`config.mk`:
```
export PLATFORM = sky130hd
export DESIGN_NAME = delay_line_cal
export DESIGN_NICKNAME = d
export VERILOG_FILES = /design/src/rtl/delay_line_cal.sv
export SDC_FILE = /design/constraint.sdc
export NUM_CORES = 1
export LEC_CHECK = 0
export ABC_AREA = 1
export CAP_MARGIN = 20
export CORE_MARGIN = 3
export CORE_UTILIZATION = 52
export CTS_BUF_LIST = sky130_fd_sc_hd__clkbuf_8
export DETAILED_ROUTE_END_ITERATION = 7
export HOLD_SLACK_MARGIN = 0.1
export PLACE_DENSITY = 0.89
export SETUP_SLACK_MARGIN = 0.02
export SLEW_MARGIN = 10
export SYNTH_ARGS = -nofsm -noshare
export SYNTH_HDL_FRONTEND = slang
export SYNTH_SLANG_ARGS = --single-unit
```
`constraint.sdc`:
```
create_clock -name clk -period 2.3 [get_ports clk]
set_input_delay 0.345 -clock clk [delete_from_list [all_inputs] [get_ports clk]]
set_output_delay 0.345 -clock clk [all_outputs]
set_load 0.02 [all_outputs]
```
`src/rtl/delay_line_cal.sv`:
```
// -----------------------------------------------------------------------------
// delay_line_cal
//
// Calibration controller for a delay_line tap select. On start it sweeps every
// tap (0..15). For each tap it waits SETTLE_CYCLES so that the new tap has
// propagated through the delay line, then counts over 2^WINDOW_LOG2 cycles how
// often the delayed stream equals the reference stream. The tap with the
// highest count is programmed at the end of the sweep, and the lowest tap wins
// a tie. locked reports whether that tap matched on every sample.
//
// Ports
//   clk         in   system clock, rising edge
//   rst         in   asynchronous active-high reset
//   start       in   sweep request, sampled only while idle
//   ref_data    in   reference stream        [DATA_WIDTH-1:0]
//   dly_data    in   delay_line dout         [DATA_WIDTH-1:0]
//   delay       out  tap select to delay_line [3:0]
//   busy        out  sweep in progress
//   done        out  one-cycle pulse at the end of a sweep
//   locked      out  chosen tap matched for the whole window
//   best_count  out  match count of the chosen tap [WINDOW_LOG2:0]
//
// Per-tap period is SETTLE_CYCLES + 2^WINDOW_LOG2 + 1 cycles. done rises one
// cycle after the FINISH state, i.e. 16 periods + 1 cycle after start is taken.
// -----------------------------------------------------------------------------
module delay_line_cal #(
    parameter int unsigned DATA_WIDTH    = 32,
    parameter int unsigned WINDOW_LOG2   = 8,
    parameter int unsigned SETTLE_CYCLES = 16
) (
    input  logic                   clk,
    input  logic                   rst,
    input  logic                   start,
    input  logic [DATA_WIDTH-1:0]  ref_data,
    input  logic [DATA_WIDTH-1:0]  dly_data,
    output logic [3:0]             delay,
    output logic                   busy,
    output logic                   done,
    output logic                   locked,
    output logic [WINDOW_LOG2:0]   best_count
);

    // A full window: the count a perfectly aligned tap reaches.
    localparam logic [WINDOW_LOG2:0] FULL_COUNT  = {1'b1, {WINDOW_LOG2{1'b0}}};
    localparam logic [7:0]           SETTLE_LAST = 8'(SETTLE_CYCLES - 1);
    localparam logic [3:0]           LAST_TAP    = 4'd15;

    typedef enum logic [2:0] {
        S_IDLE,
        S_SETTLE,
        S_MEASURE,
        S_COMPARE,
        S_FINISH
    } state_t;

    state_t                 state_q;
    logic [7:0]             settle_q;
    logic [WINDOW_LOG2-1:0] win_q;
    logic [WINDOW_LOG2:0]   match_q;
    logic [WINDOW_LOG2:0]   best_count_q;
    logic [3:0]             best_tap_q;
    logic [3:0]             delay_q;
    logic                   busy_q;
    logic                   done_q;
    logic                   locked_q;

    // Combinational helpers feeding the state register.
    logic                   sample_hit_d;
    logic                   better_d;
    logic [WINDOW_LOG2:0]   match_d;

    assign sample_hit_d = (dly_data == ref_data);
    assign match_d      = sample_hit_d ? (match_q + 1'b1) : match_q;
    // Strictly greater: an equal count on a later tap never displaces an
    // earlier one, so ties resolve to the lowest tap and an all-zero sweep
    // leaves tap 0 selected.
    assign better_d     = (match_q > best_count_q);

    always_ff @(posedge clk or posedge rst) begin
        if (rst) begin
            state_q      <= S_IDLE;
            settle_q     <= '0;
            win_q        <= '0;
            match_q      <= '0;
            best_count_q <= '0;
            best_tap_q   <= '0;
            delay_q      <= '0;
            busy_q       <= 1'b0;
            done_q       <= 1'b0;
            locked_q     <= 1'b0;
        end else begin
            done_q <= 1'b0;
            case (state_q)
                S_IDLE: begin
                    // done_q is only high in the cycle right after FINISH;
                    // a start seen in that cycle is dropped so the earliest
                    // restart is one cycle later.
                    if (start && !done_q) begin
                        locked_q     <= 1'b0;
                        best_count_q <= '0;
                        best_tap_q   <= '0;
                        delay_q      <= '0;
                        match_q      <= '0;
                        settle_q     <= '0;
                        win_q        <= '0;
                        busy_q       <= 1'b1;
                        state_q      <= S_SETTLE;
                    end
                end

                S_SETTLE: begin
                    // Let the new tap flush through the delay line before
                    // any sample is taken.
                    if (settle_q == SETTLE_LAST) begin
                        settle_q <= '0;
                        state_q  <= S_MEASURE;
                    end else begin
                        settle_q <= settle_q + 8'd1;
                    end
                end

                S_MEASURE: begin
                    // Counter is one bit wider than the window index so a
                    // full-window match does not wrap to zero.
                    match_q <= match_d;
                    if (&win_q) begin
                        win_q   <= '0;
                        state_q <= S_COMPARE;
                    end else begin
                        win_q <= win_q + 1'b1;
                    end
                end

                S_COMPARE: begin
                    if (better_d) begin
                        best_count_q <= match_q;
                        best_tap_q   <= delay_q;
                    end
                    match_q <= '0;
                    if (delay_q != LAST_TAP) begin
                        delay_q <= delay_q + 4'd1;
                        state_q <= S_SETTLE;
                    end else begin
                        state_q <= S_FINISH;
                    end
                end

                S_FINISH: begin
                    delay_q  <= best_tap_q;
                    done_q   <= 1'b1;
                    busy_q   <= 1'b0;
                    locked_q <= (best_count_q == FULL_COUNT);
                    state_q  <= S_IDLE;
                end

                default: begin
                    state_q <= S_IDLE;
                end
            endcase
        end
    end

    assign delay      = delay_q;
    assign busy       = busy_q;
    assign done       = done_q;
    assign locked     = locked_q;
    assign best_count = best_count_q;

endmodule

```
## Word-level counts from Yosys, hierarchy flattened

Cells that the tools add are included.

- Register bits: 48
- Input port bits: 67
- Output and inout bits: 16

- Muxes and demuxes: 25
- Add/subtract/negate cells: 4
- Reductions and logical operators: 17
- $lt $le $gt $ge: 1
- Equality and inequality tests: 14

Operator list:

| kind | count |
|---|---|
| $eq A32 B32 Y1 | 1 |
| $pmux W8 S2 | 2 |
| $mux W9 | 3 |
| $pmux W9 S3 | 1 |
| $mux W8 | 3 |
| $pmux W9 S2 | 1 |
| $add A8 B1 Y8 const B | 2 |
| $mux W3 | 4 |
| $mux W4 | 3 |
| $ne A2 B2 Y1 const B | 6 |
| $pmux W3 S4 | 1 |
| $pmux W4 S3 | 1 |
| $reduce_and A3 Y1 | 4 |
| $add A9 B1 Y9 const B | 1 |
| $eq A9 B9 Y1 const B | 1 |
| $gt A9 B9 Y1 | 1 |
| $eq A8 B4 Y1 const B | 1 |
| $pmux W4 S2 | 1 |
| $reduce_and A8 Y1 | 1 |
| $reduce_bool A2 Y1 | 4 |
| $eq A3 B2 Y1 const B | 2 |
| $reduce_and A2 Y1 | 3 |
| $reduce_bool A3 Y1 | 2 |
| $add A4 B1 Y4 const B | 1 |
| 8 further kinds | 11 |

## Depth between registers and ports, before layout

Gate-level depths: netlist (run 1).

- Depth in word-level cells: 4
- Depth in mapped cells: 13

## Worst setup path after synthesis (run 1)

OpenSTA, ideal clock, no wires.

- Path type: flip-flop to flip-flop
- Start: register best_count_q[4], in the netlist best_count[4]
- End: register best_count_q[1], in the netlist best_count[1]
- Buffers on the path: 1
- Library setup time: 122 ps
- Slack: 567 ps
- Stages on the path, launching flop included: 11
- Arrival: 1,611 ps
- Period minus slack after synthesis: 1,733 ps
- Cell sequence: dfrtp_1 -> inv_1 -> ha_1 -> nand2_1 -> nor3b_1 -> a21oi_2 -> nand2_1 -> nand2_4 -> buf_6 -> nand2_1 -> o21ai_1

- Longest elaborated chain between the ends: 3

Ends and longest elaborated chain:

| element | RTL line | RTL |
|---|---|---|
| start: declaration | 60 | `logic [WINDOW_LOG2:0] best_count_q;` |
| start signal: assignment | 136 | `best_count_q <= match_q;` |
| $gt A9 B9 Y1 | 77 | `assign better_d = (match_q > best_count_q);` |
| $ne A2 B2 Y1 (no source line) | n/a |  |
| $reduce_and A3 Y1 (no source line) | n/a |  |

Every way passes these cells.
A chain may end at the register's enable or synchronous reset.

## Worst setup path in the final report (run 1)

- Start: register match_q[4]
- End: register best_count_q[8], in the netlist best_count[8]

- Longest elaborated chain between the ends: 3

Ends and longest elaborated chain:

| element | RTL line | RTL |
|---|---|---|
| start: declaration | 59 | `logic [WINDOW_LOG2:0] match_q;` |
| start signal: assignment | 125 | `match_q <= match_d;` |
| $gt A9 B9 Y1 | 77 |  |
| $ne A2 B2 Y1 (no source line) | n/a |  |
| $reduce_and A3 Y1 (no source line) | n/a |  |

Every way passes these cells.

==> impl_metrics.toml, run 1 <==
[placed_design]
gp_congestion = 0.8916
hpwl_mm = 6.966
port_buffers = 82

[timing]
fin_crit_ns = 1.891
worstMarginPinSlew_ns = 0.4851
setup_viol = 0
finalSetupTns_ns = 0
timing.slew.headroom_pct = 67.66
slew_violations = 0
finalHoldViolations = 0
fmax_ghz = 0.5289
period_share_pct = 82.20
fin_skew_ns = 0.003542
grt_setup_unrepaired = "false"

[pwr]
internal_power_mw = 1.795
p_seq_share_pct = 38.7
power_frac_clock_pct = 23.4
cellPowerDensity_nw_per_um2 = 637.9
peakVddDrop_uv = 376.4
power.total_mw = 2.875
power.switching_mw = 1.080
combPwrFrac_pct = 37.9
leakagePower_nw = 2.235
swShare_pct = 37.55

[clocking]
cts_buffers = 5
clk_transition_reported_paths_ns = 0.09
postCtsSetupBuffers = 0
post_cts_resize_count = 0
hold_buffers = 0
cts_tree = "done"
clk_latency_ns = 0.30
cts_root_buf = "clkbuf_8"
cts_max_level = 2
numClockSinks = 48
clk_path_buf_depth = 2

[floorplanning]
fp.dieArea_sq_um = 7717
io_pins = 83
start_util_pct = 54.24
die_x_um = 87.85
coreArea_sq_um = 6422
core.rowCount = 29
dieHeight_um = 87.85

[grt]
grt_pass1_wl_mm = 14.10
grt_util_all_layers_pct = 22.53
grt_pass1_vias = 3482
grt_overflow = 0
antenna_found_initial = 0
grt_max_degree = 26

[synthesis]
synthSimpleGateAreaFrac_pct = 31.54
syn-num-nets = 589
synth-warning-count = 0
ys_types = 35
syn_area_sq_um = 3483
ys_ff_latch = 48
synthMuxAreaShare_pct = 0
ys_seq_area_share_pct = 34.48
postSynthCellCount = 509
synth_top_family_by_area = "simple AND/OR/NAND/NOR gates"
synthXorXnorAreaFrac_pct = 9.303
synth_compound_area_share_pct = 8.980
synth_fa_ha_area_share_pct = 4.670
syn_area_per_cell_sq_um = 6.843

[layout]
drive_above_1_share_pct = 4.355
layout_commonest_cell = "nand2_1"
fin_util_pct = 70.17
area_growth_pct = 29.38
final_cell_mix = "149 x nand2_1, 87 x inv_1, 82 x clkdlybuf4s50_1"
layout.nets = 676
antenna_cells = 0

[detailed_routing]
vias = 3475
post_drt_via_cell_ratio = 5.156
ant_nets = 0
wl_mm = 8.527
dr.pass1.iters = 4
drt_iter0_markers = 152
detail_route.wl_per_cell_um = 12.65
drc = 0

[critical_path]
worst-r2r-cell-count = 8
cp.arrival_ns = 2.08
crit_path_max_incr_delay_ns = 0.47
regToRegSetupSlack_ns = 0.41
critPathMaxFanout = 25
critPathKind = "reg -> reg"
crit_chain = "ha_1, nand2_1, nor3b_1, a21oi_2, nand2_1, nand2_4, nand2_1, o21ai_0"
r2r-start = "match_q[4]"
endpoint_kind = "flip-flop"
reg2reg_to = "best_count[8]"
critPathLaunchType = "flip-flop"
crit_slowest_cell = "dfrtp_1"
cpMostUsedCell = "nand2_1"
required_ns = 2.49

[run]
cap_violations = 0

[run_status]
status = "complete, no violations"

[hold_path]
hp-class = "in -> async"
[per-stage QoR]
step | hold WS [ns] | std cells | instance area [sq um] | worst slack (ns)
6_report | 0.3528 | 674 | 4507 | 0.4094
5_1_grt | 0.3998 | 674 | 4507 | 0.2169
4_1_cts | 0.3707 | 674 | 4507 | 0.4347
3_5_place_dp | 0.4959 | 666 | 4380 | 0.2536
3_3_place_gp | 0.4702 | 666 | 4380 | 0.3330
2_1_floorplan | 0.4456 | 509 | 3483 | 0.5673
[per-layer routing]
metal  track usage, %  part of all wire [%]  vias to the layer above
li1                 -                     -                     1758
met1            23.62                    38                     1630
met2            45.34                    57                       77
met3            3.104                   4.0                       10
met4            7.113                   1.5                        0
met5                0                     0                        -
[synth_stat cells]
cell type,instances,share of area (%)
nand2_1,149,16
inv_1,88,9.5
nor2_1,62,6.7
dfrtp_1,48,34
nand3_1,23,3.3
o21ai_0,22,3.2
xor2_1,19,4.8
xnor2_1,18,4.5
ha_1,13,4.7
nand4_1,11,2.0
o21ai_1,10,1.4
a21oi_1,6,0.86
o22ai_1,6,1.1
nor3_1,4,0.57
buf_6,3,0.97
inv_2,3,0.32
nand2_2,2,0.36
nand2_4,2,0.65
nor2_2,2,0.36
nor3b_1,2,0.43
o21a_1,2,0.43
a211oi_1,1,0.22
a21o_1,1,0.22
a21oi_2,1,0.25
a32oi_1,1,0.25
buf_2,1,0.14
clkbuf_1,1,0.11
nand3_2,1,0.29
nand3b_1,1,0.22
nor3_4,1,0.47
o22ai_2,1,0.36
o31ai_1,1,0.22
o32ai_1,1,0.25
o41ai_1,1,0.25
or2_2,1,0.18
[state kept, by name (all words and copies together) (netlist names)]
name,count
best_count,9
best_tap_q,4
busy,1
delay,4
done,1
locked,1
match_q,9
settle_q,8
state_q,3
win_q,8
[cell families after synthesis]
kind of cell | Yosys count
flip-flops | 48
XOR/XNOR | 37
adder cells (fa/ha/maj) | 13
AND/OR/NAND/NOR | 261
AO/OA/AOI/OAI | 54
buffers and inverters | 96
[how the worst max path moves through the flow]
stage,startpoint,to,slack (ns)
floorplan,best_count[4],best_count[1],0.57
global placement,dly_data[16],match_q[1],0.33
detailed placement,ref_data[13],match_q[6],0.25
CTS,match_q[4],best_tap_q[3],0.43
global route,win_q[0],state_q[0],0.22
finish,match_q[4],best_count[8],0.41
[critical path: cells and delay by family (launching register included)]
kind            cells  cell delay (ns)
simple gates        5             0.80
flops               1             0.47
fa+ha+maj           1             0.34
compound gates      2             0.15
[final cells by class]
type / instances / area [sq um]
clock buffer: 7 / 96.34
clock inverter: 1 / 30.03
fill: 500 / 1916
inverter: 91 / 341.6
multi-input combinational: 365 / 1898
sequential: 48 / 1201
tap: 77 / 96.34
timing repair buffer: 85 / 843.3
[power by group through the flow]
stage / logic [mW] / clock network (mW) / registers [mW]
floorplan: 0.736 / 0 / 1.11
CTS: 1.09 / 0.673 / 1.11
detailed placement: 1.08 / 0 / 1.13
global placement: 1.02 / 0 / 1.11
global route: 1.23 / 0.702 / 1.13
finish: 1.09 / 0.672 / 1.11
Note: power is estimated with default switching activity, not from simulation.
==> run 2: changes to the inputs <==
==> constraint.sdc (replaced) <==
create_clock -name clk -period 2 [get_ports clk]
set_input_delay 0.3 -clock clk [delete_from_list [all_inputs] [get_ports clk]]
set_output_delay 0.3 -clock clk [all_outputs]
set_load 0.02 [all_outputs]
==> impl_metrics.toml, run 2 (synthesis results as in run 1) <==
[clocking]
postCtsSetupBuffers = 0
clk_latency_ns = 0.31
cts_root_buf = "clkbuf_8"
hold_buffers = 0
post_cts_resize_count = 0
clk_transition_reported_paths_ns = 0.09
cts_buffers = 5
clk_path_buf_depth = 2
cts_max_level = 2
cts_tree = "done"
numClockSinks = 48

[detailed_routing]
wl_mm = 8.909
detail_route.wl_per_cell_um = 13.10
ant_nets = 0
dr.pass1.iters = 4
drc = 0
post_drt_via_cell_ratio = 5.209
vias = 3542
drt_iter0_markers = 226

[layout]
area_growth_pct = 30.10
antenna_cells = 0
drive_above_1_share_pct = 5.473
layout_commonest_cell = "nand2_1"
final_cell_mix = "148 x nand2_1, 87 x inv_1, 82 x clkdlybuf4s50_1"
layout.nets = 683

[floorplanning]
start_util_pct = 54.24
core.rowCount = 29
fp.dieArea_sq_um = 7717
dieHeight_um = 87.85
die_x_um = 87.85
io_pins = 83
coreArea_sq_um = 6422

[critical_path]
reg2reg_to = "best_tap_q[0]"
critPathMaxFanout = 6
r2r-start = "best_count[6]"
critPathKind = "reg -> reg"
required_ns = 2.23
endpoint_kind = "flip-flop"
cp.arrival_ns = 2.03
cp-endpoint = "best_tap_q[0]"
critPathLaunchType = "flip-flop"
regToRegSetupSlack_ns = 0.20
worst-r2r-cell-count = 10
cp-startpoint = "best_count[6]"

[timing]
setup_slack_ns = 0.1995
timing.slew.headroom_pct = 76.27
finalSetupTns_ns = 0
grt_setup_unrepaired = "false"
setup_viol = 0
fmax_ghz = 0.5554
slew_violations = 0
fin_crit_ns = 1.801
fin_skew_ns = 0.004705
finalHoldViolations = 0
worstMarginPinSlew_ns = 0.3554
hold_ws_ns = 0.2695
period_share_pct = 90.03

[run_status]
status = "complete, no violations"

[placed_design]
port_buffers = 82
hpwl_mm = 7.110
dp_slack_ns = 0.05819
gp_congestion = 0.8329

[grt]
grt_pass1_wl_mm = 14.55
grt_overflow = 0
met2_usage_pct = 45.34
grt.busiest_layer = "met2"
antenna_found_initial = 0
grt_util_all_layers_pct = 23.48
grtUsageMet1_pct = 25.88
grt_max_degree = 34
grt_pass1_vias = 3468
grtUsageMet3_pct = 3.575

[hold_path]
hp-class = "in -> async"

[run]
cap_violations = 0

[pwr]
leakagePower_nw = 2.256
cellPowerDensity_nw_per_um2 = 695.2
peakVddDrop_uv = 294.8
[run 2: layer usage]
layer	routed length [um]	vias to the layer above
met5	0	-
met4	187	0
met3	347	23
li1	-	1774
met1	3427	1651
met2	4947	94
[run 2: final cells by class]
class / instances / area, sq um
Multi-Input combinational cell: 367 / 1918
Fill cell: 506 / 1891
Sequential cell: 48 / 1201
Timing Repair Buffer: 90 / 893.4
Inverter: 91 / 341.6
Tap cell: 77 / 96.34
Clock buffer: 5 / 68.82
Clock inverter: 2 / 12.51
[run 2: worst min-delay path by stage]
| stage | from | endpoint | slack, ns | depth (start not counted) |
|---|---|---|---|---|
| 6_report | rst | busy | 0.27 | 2 |
| 5_1_grt | rst | busy | 0.28 | 2 |
| 4_1_cts | rst | settle_q[0] | 0.28 | 2 |
| 3_5_place_dp | busy | busy | 0.49 | 2 |
| 3_3_place_gp | busy | busy | 0.47 | 2 |
| 2_1_floorplan | best_tap_q[2] | delay[2] | 0.45 | 2 |
[run 2: power by group]
group          switching (mW)  internal, mW
Clock                   0.337         0.238
Sequential              0.140          1.14
Combinational           0.783         0.514
Total                    1.26          1.89
[run 2: worst max-delay path, cell delays in order, from the launching register on]
cell and delay (ns):
dfrtp_1 0.36, inv_1 0.09, ha_1 0.33, nand2_1 0.07, nor2_1 0.19, o21ai_0 0.12, nand3_1 0.10, nand2_2 0.13
nand2_2 0.18, nand2_1 0.06, o21ai_1 0.09
[run 2: stage by stage]
step | cell area [sq um] | cells | power, mW | util, %
floorplan | 3483 | 509 | 2.128 | -
global placement | 4431 | 671 | 2.489 | 68.99
detailed placement | 4431 | 671 | 2.569 | 68.99
CTS | 4512 | 678 | 3.135 | 70.25
global route | 4532 | 680 | 3.368 | 70.56
finish | 4532 | 680 | 3.150 | 70.56
==> run 3: changes to the inputs <==
--- a/config.mk
+++ b/config.mk
@@ -8,12 +8,12 @@
 export ABC_AREA = 1
 export CAP_MARGIN = 20
 export CORE_MARGIN = 3
-export CORE_UTILIZATION = 52
+export CORE_UTILIZATION = 35
 export CTS_BUF_LIST = sky130_fd_sc_hd__clkbuf_8
 export DETAILED_ROUTE_END_ITERATION = 7
 export HOLD_SLACK_MARGIN = 0.1
-export PLACE_DENSITY = 0.89
-export SETUP_SLACK_MARGIN = 0.02
+export PLACE_DENSITY = 0.66
+export SETUP_SLACK_MARGIN = 0.15
 export SLEW_MARGIN = 10
 export SYNTH_ARGS = -nofsm -noshare
 export SYNTH_HDL_FRONTEND = slang
==> impl_metrics.toml, run 3 (synthesis results as in run 1) <==
[placed_design]
hpwl_mm = 6.690
port_buffers = 82
dpl_cell_area_sq_um = 4511
gp_congestion = 0.8120

[critical_path]
cp.arrival_ns = 1.90
regToRegSetupSlack_ns = 0.29
critPathKind = "reg -> reg"
r2r-start = "best_count[8]"
worst-r2r-cell-count = 9
required_ns = 2.19
critPathLaunchType = "flip-flop"
critPathMaxFanout = 12
reg2reg_to = "best_count[8]"
endpoint_kind = "flip-flop"

[clocking]
numClockSinks = 48
cts_max_level = 2
cts_tree = "done"
cts_root_buf = "clkbuf_8"
cts_buffers = 5
clk_path_buf_depth = 2
postCtsSetupBuffers = 0
clk_latency_ns = 0.31
clk_transition_reported_paths_ns = 0.08

[timing]
grt_setup_unrepaired = "false"
timing.slew.headroom_pct = 73.48
fin_skew_ns = 0.005646
finalSetupTns_ns = 0
finalHoldViolations = 0
slew_violations = 0
period_share_pct = 85.48
fin_crit_ns = 1.710
worstMarginPinSlew_ns = 0.3978
setup_viol = 0
fmax_ghz = 0.5849

[floorplanning]
fp.dieArea_sq_um = 11190
io_pins = 83
die_x_um = 105.8
dieHeight_um = 105.8
start_util_pct = 36.83
coreArea_sq_um = 9459
core.rowCount = 35

[grt]
grt_overflow = 0
grt_pass1_wl_mm = 14.12
antenna_found_initial = 0
grt_max_degree = 49
grt_util_all_layers_pct = 15.17
grt_pass1_vias = 3229

[detailed_routing]
drc = 0
wl_met1_mm = 3.570
post_drt_via_cell_ratio = 4.650
drt_iter0_markers = 113
detail_route.wl_per_cell_um = 11.36
wl_met2_mm = 4.389
wl_mm = 8.336
routed.top_layer = "met4"
ant_nets = 0
dr.pass1.iters = 4
vias = 3413
dr_wl_met3_um = 265

[layout]
regArea_sq_um = 1201
layout_commonest_cell = "nand2_1"
multi_input_area_sq_um = 1948
drive_above_1_share_pct = 6.612
final_cell_mix = "147 x nand2_1, 87 x inv_1, 82 x clkdlybuf4s50_1"
postLayoutCellArea_sq_um = 4687
fillers = 961
area_growth_pct = 34.55
layout.nets = 684
antenna_cells = 0

[pwr]
power.switching_mw = 1.248
leakagePower_nw = 2.291
cellPowerDensity_nw_per_um2 = 716.2
peakVddDrop_uv = 363.2
power_frac_clock_pct = 23.1
p_seq_share_pct = 37.8
internal_power_mw = 2.109
combPwrFrac_pct = 39.1
swShare_pct = 37.17

[run_status]
status = "complete, no violations"

[run]
cap_violations = 0

[hold_path]
hp-class = "in -> async"
[run 3: final cells by class]
type,instances,area share [%]
Clock buffer,7,2.056
Clock inverter,1,0.6407
Inverter,91,7.288
Multi-Input combinational cell,366,41.56
Sequential cell,48,25.63
Tap cell,129,3.444
Timing Repair Buffer,92,19.38
[run 3: how the worst max path moves through the flow]
stage	start	to	slack, ns	cells after the start
6_report	best_count[8]	best_count[8]	0.29	9
5_1_grt	best_count[2]	best_count[7]	0.15	10
4_1_cts	best_count[8]	best_count[0]	0.16	10
3_5_place_dp	dly_data[12]	match_q[6]	0.09	11
3_3_place_gp	dly_data[16]	match_q[1]	0.15	11
2_1_floorplan	best_count[4]	best_count[1]	0.27	10
[run 3: metal layers]
layer | GRT usage [%] | vias up
li1 | - | 1780
met1 | 18.04 | 1582
met2 | 28.32 | 42
met3 | 2.205 | 9
met4 | 4.070 | 0
met5 | 0 | -
[run 3: power by group through the flow]
stage                     sequential [mW]  combinational, mW  clock, mW
after detailed placement             1.29               1.29          0
after CTS                            1.27               1.30      0.797
after floorplan                      1.28              0.846          0
after global placement               1.28               1.25          0
final                                1.27               1.31      0.775
after global routing                 1.30               1.49      0.831
[run 3: critical path, cell delays in order, from the launching register on]
cell and delay [ns]:
dfrtp_1 0.38, inv_1 0.09, ha_1 0.32, nand2_1 0.09, nor2_2 0.15, o21ai_0 0.11
nand3_1 0.12, nand2_4 0.10, nand2_4 0.14, o21ai_0 0.09
[run 3: metrics by stage]
stage | hold slack (ns) | power (mW) | utilization (%) | worst slack (ns) | instances
global route | 0.3850 | 3.616 | 49.55 | 0.1476 | 734
CTS | 0.3556 | 3.363 | 49.02 | 0.1569 | 733
finish | 0.3362 | 3.357 | 49.55 | 0.2903 | 734
detailed placement | 0.4810 | 2.579 | 47.69 | 0.08874 | 725
global placement | 0.4699 | 2.530 | 47.69 | 0.1529 | 725
floorplan | 0.4456 | 2.128 | - | 0.2673 | 509
[run 3: timing repair]
action,in CTS,in global routing
resized for setup,0,9
hold buffers,0,0
setup endpoints to repair,0,15
hold endpoints to repair,0,0
